[config.mk]
export PLATFORM = sky130hd
export DESIGN_NAME = stream_in_mc
export DESIGN_NICKNAME = d
export VERILOG_FILES = /design/src/rtl/stream_in_mc.sv
export SDC_FILE = /design/constraint.sdc
export NUM_CORES = 1
export LEC_CHECK = 0
export ABC_AREA = 1
export CAP_MARGIN = 10
export CORE_MARGIN = 2
export CORE_UTILIZATION = 53
export CTS_CLUSTER_SIZE = 30
export DETAILED_ROUTE_END_ITERATION = 10
export PLACE_DENSITY = 0.8
export SYNTH_ARGS = -nofsm -noshare
export SYNTH_HDL_FRONTEND = slang
export SYNTH_SLANG_ARGS = --single-unit
[constraint.sdc]
create_clock -name s_axis_aclk -period 3.2 [get_ports s_axis_aclk]
set_input_delay 0.64 -clock s_axis_aclk [delete_from_list [all_inputs] [get_ports s_axis_aclk]]
set_output_delay 0.64 -clock s_axis_aclk [all_outputs]
set_load 0.02 [all_outputs]
[src/rtl/stream_in_mc.sv]
// AXI-Stream input stage: splits each image row across N_PARALLEL overlapping lanes, each lane with its own FIFO.
// Optional: define STREAM_IN_MC_RESYNC_EN to let tuser/tlast resynchronise the column/row counters.
module stream_in_mc #(
    parameter int AXISIN_DATA_WIDTH = 32,
    parameter int UPSP_RDDATA_WIDTH = 32,
    parameter int SRC_IMG_WIDTH     = 1920,
    parameter int SRC_IMG_HEIGHT    = 1080,
    parameter int N_PARALLEL        = 4,
    parameter int OVERLAP           = 3,
    parameter int FIFO_DEPTH        = 4
) (
    input  logic                                   s_axis_aclk,
    input  logic                                   s_axis_arst,
    input  logic                                   UPSTART,
    input  logic                                   UPEND,
    input  logic                                   s_axis_tvalid,
    output logic                                   s_axis_tready,
    input  logic [AXISIN_DATA_WIDTH-1:0]           s_axis_tdata,
    input  logic                                   s_axis_tlast,
    input  logic                                   s_axis_tuser,
    input  logic [N_PARALLEL-1:0]                  upsp_ac_rready,
    output logic [N_PARALLEL-1:0]                  ac_upsp_rvalid,
    output logic [N_PARALLEL*UPSP_RDDATA_WIDTH-1:0] ac_upsp_rdata,
    output logic                                   frame_busy,
    output logic                                   frame_done,
    output logic                                   err_tlast,
    output logic                                   err_sof
);

    localparam int BLK = SRC_IMG_WIDTH / N_PARALLEL;
    localparam int CW  = (SRC_IMG_WIDTH > 1) ? $clog2(SRC_IMG_WIDTH) : 1;
    localparam int RW  = (SRC_IMG_HEIGHT > 1) ? $clog2(SRC_IMG_HEIGHT) : 1;
    localparam int AW  = (FIFO_DEPTH > 1) ? $clog2(FIFO_DEPTH) : 1;
    localparam int DW  = UPSP_RDDATA_WIDTH;
    localparam logic [CW-1:0] COL_LAST = CW'(SRC_IMG_WIDTH - 1);
    localparam logic [RW-1:0] ROW_LAST = RW'(SRC_IMG_HEIGHT - 1);
    localparam logic [AW:0]   CNT_FULL = (AW+1)'(FIFO_DEPTH);

    typedef enum logic [1:0] {IDLE, RUN, DRAIN} state_t;

    // The last lane has no right neighbour, so it gets no overlap columns.
    function automatic int lane_end(input int j);
        if (j == N_PARALLEL - 1) return SRC_IMG_WIDTH - 1;
        return (j + 1) * BLK - 1 + OVERLAP;
    endfunction

    state_t                state, state_nxt;
    logic [CW-1:0]         col, pix_col;
    logic [RW-1:0]         row, pix_row;
    logic                  row_wrap, last_pix, accept, flush, start;
    logic [N_PARALLEL-1:0] need, full, empty, push, pop;

`ifdef STREAM_IN_MC_RESYNC_EN
    assign pix_col  = s_axis_tuser ? '0 : col;
    assign pix_row  = s_axis_tuser ? '0 : row;
    assign row_wrap = (pix_col == COL_LAST) | s_axis_tlast;
`else
    assign pix_col  = col;
    assign pix_row  = row;
    assign row_wrap = (pix_col == COL_LAST);
`endif

    always_comb begin
        need = '0;
        for (int j = 0; j < N_PARALLEL; j++) begin
            need[j] = (int'(pix_col) >= j * BLK) && (int'(pix_col) <= lane_end(j));
        end
    end

    assign s_axis_tready = (state == RUN) & (&(~need | ~full));
    assign accept        = s_axis_tvalid & s_axis_tready;
    assign flush         = UPEND & (state != IDLE);
    assign start         = UPSTART & (state == IDLE);
    assign last_pix      = (pix_row == ROW_LAST) && (pix_col == COL_LAST);

    always_ff @(posedge s_axis_aclk or posedge s_axis_arst) begin
        if (s_axis_arst) begin
            state <= IDLE;
        end else begin
            state <= state_nxt;
        end
    end

    always_comb begin
        state_nxt  = state;
        frame_done = 1'b0;
        frame_busy = (state == RUN) || (state == DRAIN);
        case (state)
            IDLE:    if (UPSTART) state_nxt = RUN;
            RUN: begin
                if (UPEND) state_nxt = IDLE;
                else if (accept && last_pix) state_nxt = DRAIN;
            end
            DRAIN: begin
                if (UPEND) begin
                    state_nxt = IDLE;
                end else if (&empty) begin
                    state_nxt  = IDLE;
                    frame_done = 1'b1;
                end
            end
            default: state_nxt = IDLE;
        endcase
    end

    always_ff @(posedge s_axis_aclk or posedge s_axis_arst) begin
        if (s_axis_arst) begin
            col <= '0;
            row <= '0;
        end else if (flush || start) begin
            col <= '0;
            row <= '0;
        end else if (accept) begin
            if (row_wrap) begin
                col <= '0;
                row <= (pix_row == ROW_LAST) ? '0 : pix_row + 1'b1;
            end else begin
                col <= pix_col + 1'b1;
                row <= pix_row;
            end
        end
    end

    // Framing checks use the raw counters so a resync still reports the misplaced marker.
    always_ff @(posedge s_axis_aclk or posedge s_axis_arst) begin
        if (s_axis_arst) begin
            err_tlast <= 1'b0;
            err_sof   <= 1'b0;
        end else if (start) begin
            err_tlast <= 1'b0;
            err_sof   <= 1'b0;
        end else if (accept) begin
            if (s_axis_tlast != (col == COL_LAST)) err_tlast <= 1'b1;
            if (s_axis_tuser && (col != '0 || row != '0)) err_sof <= 1'b1;
        end
    end

    for (genvar j = 0; j < N_PARALLEL; j++) begin : g_lane
        logic [DW-1:0] mem [FIFO_DEPTH];
        logic [AW-1:0] wr_ptr, rd_ptr;
        logic [AW:0]   count;

        assign full[j]           = (count == CNT_FULL);
        assign empty[j]          = (count == '0);
        assign push[j]           = accept & need[j];
        assign pop[j]            = ~empty[j] & upsp_ac_rready[j];
        assign ac_upsp_rvalid[j] = ~empty[j];
        assign ac_upsp_rdata[j*DW +: DW] = empty[j] ? '0 : mem[rd_ptr];

        always_ff @(posedge s_axis_aclk or posedge s_axis_arst) begin
            if (s_axis_arst) begin
                wr_ptr <= '0;
                rd_ptr <= '0;
                count  <= '0;
            end else if (flush) begin
                wr_ptr <= '0;
                rd_ptr <= '0;
                count  <= '0;
            end else begin
                if (push[j]) wr_ptr <= wr_ptr + 1'b1;
                if (pop[j])  rd_ptr <= rd_ptr + 1'b1;
                case ({push[j], pop[j]})
                    2'b10:   count <= count + 1'b1;
                    2'b01:   count <= count - 1'b1;
                    default: count <= count;
                endcase
            end
        end

        always_ff @(posedge s_axis_aclk) begin
            if (push[j]) mem[wr_ptr] <= s_axis_tdata[DW-1:0];
        end
    end

endmodule

==> results.json <==
{
  "p_leak_nw": 10.8,
  "timing.rr.start": "col[1]",
  "period_needed_ns": 3.16,
  "period_share_pct": 98.7,
  "syn-mean-instance-area_um2": 11.6,
  "antenna_found_initial": 2,
  "pre_cts_ws_ns": 0.390,
  "synthTopCellsByArea": "edfxtp_1 (66%), nor2_1 (9.2%), o21ai_0 (5.9%), dfrtp_1 (5.8%), a21oi_1 (3.3%)",
  "port-buffer-count": 179,
  "synth_top_cell_area_share_pct": 65.8,
  "async_reset_ff_share_pct": 9.54,
  "postCtsSetupBuffers": 0,
  "max_slew_margin_pct": 44.5,
  "fmax_mhz": 316,
  "final_cell_area_mm2": 0.0283,
  "dr_total_vias": 16600,
  "synthCells": 2020,
  "slowest_stage": "clkdlybuf4s50_1",
  "antenna_left": 0,
  "max_stage_delay_ns": 0.67,
  "grt_pass1_wl_mm": 94.4,
  "r2r-end": "g_lane[3].count[2]",
  "antenna_cells": 0,
  "core_mm2": 0.0433,
  "mappedNetlistNets": 2092,
  "synth_compound_gate_area_share_pct": 9.77,
  "track_usage_pct": 27.2,
  "worst_slack_ns": 0.0401,
  "totalWireLength_mm": 63.2,
  "arrival_ns": 2.52,
  "worst-r2r-cell-count": 16,
  "row_count": 76,
  "finalMaxSlewViolations": 0,
  "viasPerCell": 5.83,
  "wl_per_cell_um": 22.2,
  "place_inst": 2743,
  "placed_area_mm2": 0.0263,
  "finClkSkew_ns": 0.0251,
  "cp.required_ns": 2.56,
  "vdd_drop_max_mv": 0.575,
  "startpoint_type": "register",
  "cap_violations": 0,
  "startpoint": "g_lane[0].rd_ptr[0]",
  "totalPowerFinal_mw": 24.9,
  "ctsHtreeMaxLevel": 2,
  "layout-drive-gt1-share_pct": 9.38,
  "ys_seq_elements": 566,
  "drtIter0Drc": 1786,
  "globalplace.congestion": 0.864,
  "synth_edf_count": 512,
  "worst_slew_pin_slew_ns": 0.830,
  "io_pins": 180,
  "ys_seq_area_share_pct": 71.6,
  "cts_sinks": 566,
  "synth_flop_cell": "edfxtp_1",
  "synth_mux_area_share_pct": 0,
  "power_density_mw_per_mm2": 878,
  "cts_tree": "done",
  "hpwl_mm": 37.4,
  "synth_area_mm2": 0.0234,
  "yosys_warnings": 0,
  "utilization_pct": 65.4,
  "final-setup-viol-count": 0,
  "synth_xor_area_share_pct": 0.337,
  "drt_pre_antenna_iters": 6,
  "cts-buffers-inserted": 56,
  "hold_path_class": "in -> async",
  "die_y_um": 214,
  "yosysTopAreaCell": "edfxtp_1",
  "yosys.area_share.simple_pct": 13.4,
  "stdcell_count": 2845,
  "dieArea_mm2": 0.0458,
  "die_x_um": 214,
  "worstPathMaxFanout": 33,
  "path_cells": "inv_1, buf_6, o21ai_0, a21oi_1, clkdlybuf4s50_1",
  "timing.reg2reg.setup_slack_ns": 0.34,
  "yosysMostFrequentCell": "nor2_1",
  "path_class": "reg -> out",
  "fin_nets": 2290,
  "ys_types": 45,
  "grt_pass1_vias": 16600,
  "clockRootBuffer": "clkbuf_16",
  "synth_top_family_by_area": "simple AND/OR/NAND/NOR gates",
  "start_util_pct": 54.0,
  "clock_latency_ns": 0.62,
  "finalHoldViolCount": 0,
  "end_kind": "output port",
  "yosys-top-cells-count": "nor2_1 (572), edfxtp_1 (512), o21ai_0 (274)",
  "status": "finished, final reports clean",
  "grt_remaining_overflow": 0,
  "synthToLayoutAreaGrowth_pct": 21.2,
  "synth_adder_area_share_pct": 1.68,
  "clk_pin_slew_ns": 0.06,
  "drc": 0,
  "clockBufferDepth": 3,
  "grt_max_degree": 66,
  "endpoint": "ac_upsp_rdata[13]"
}
timing repair:
item,in CTS,in global routing
pin swaps,0,1
cloned,1,1
endpoints found under the hold margin,0,0
endpoints found under the setup margin,69,80
hold buffers,0,0
gates resized for setup,37,64
report_power, final:
part | switching [mW] | internal [mW]
clock | 2.75 | 3.66
combinational | 6.37 | 3.37
sequential | 0.258 | 8.46
total | 9.37 | 15.5
sequential cells by signal, indices dropped and copies added (netlist names):
| name | flops |
|---|---|
| state | 2 |
| err_sof | 1 |
| col | 11 |
| pix_row | 11 |
| g_lane.rd_ptr | 8 |
| g_lane.mem | 512 |
| g_lane.count | 12 |
| err_tlast | 1 |
| g_lane.wr_ptr | 8 |
cell type report:
| cell class | instances | area, µm² |
|---|---|---|
| Fill cell | 3051 | 15000 |
| Timing Repair Buffer | 241 | 2650 |
| Clock inverter | 31 | 307 |
| Multi-Input combinational cell | 1258 | 6050 |
| Inverter | 95 | 364 |
| Sequential cell | 566 | 16700 |
| Tap cell | 585 | 732 |
| Clock buffer | 69 | 1470 |
worst min-delay path by stage:
stage	depth (start not counted)	startpoint	end	slack, ns
after floorplan	2	state[1]	state[1]	0.48
after global placement	2	state[1]	state[1]	0.50
after detailed placement	2	state[1]	state[1]	0.51
after CTS	2	s_axis_arst	g_lane[3].count[0]	0.36
after global routing	2	s_axis_arst	g_lane[3].count[0]	0.41
final	2	s_axis_arst	g_lane[3].count[0]	0.37
placed cells by master, fill, tap and decap left out, drive strengths merged:
cell type      synthesis  routed
buf                   11      60
a2111oi                1       1
fa                     4       4
clkinvlp               0       3
xor2                   8       8
o21a                   2       2
clkbuf                90      71
a21oi                156     156
nand2                130     130
bufbuf                 0       1
o311ai                 1       1
xnor2                  1       1
a31oi                  1       1
inv                   90      91
clkdlybuf4s50          0     108
o21bai                 1       1
o21ai                282     282
clkinv                 5      27
nand3                 31      31
ha                    25      25
nor3b                  2       2
dlymetal6s2s           0      55
o22ai                  1       1
nor3                  10      10
dfrtp                 54      54
a21boi                 1       1
edfxtp               512     512
nand3b                 1       1
nand4                 12      12
dlygate4sd2            0      15
and3                   1       1
a211oi                 1       1
bufinv                 0       5
nor2                 580     580
o31ai                  1       1
nor4                   5       5
metal layers:
metal	track usage [%]	vias up	routed length [µm]
met1	35.0	8094	24200
met3	4.63	172	5800
met5	0	-	13
met2	45.6	894	30800
met4	12.1	2	2260
li1	-	7412	-
worst max-delay path, delay by kind of cell, from the launching register on:
family | cells | cell delay (ns)
buffers and inverters | 3 | 1.05
DFF | 1 | 0.43
AOI/OAI and AO/OA | 2 | 0.43
cell families after synthesis:
| kind of cell | count (synthesis) |
|---|---|
| XOR/XNOR | 9 |
| AO/OA/AOI/OAI | 448 |
| buffers and inverters | 196 |
| AND/OR/NAND/NOR | 772 |
| flip-flops | 566 |
| adder cells (fa/ha/maj) | 29 |
metrics by stage:
stage,hold WS (ns),TNS (ns)
after floorplan,0.484,-69.53
after global placement,0.499,0
after detailed placement,0.510,0
after CTS,0.363,-0.00283
after global routing,0.413,-0.00864
final,0.366,0
No activity file was read; power rests on OpenSTA's default activity.
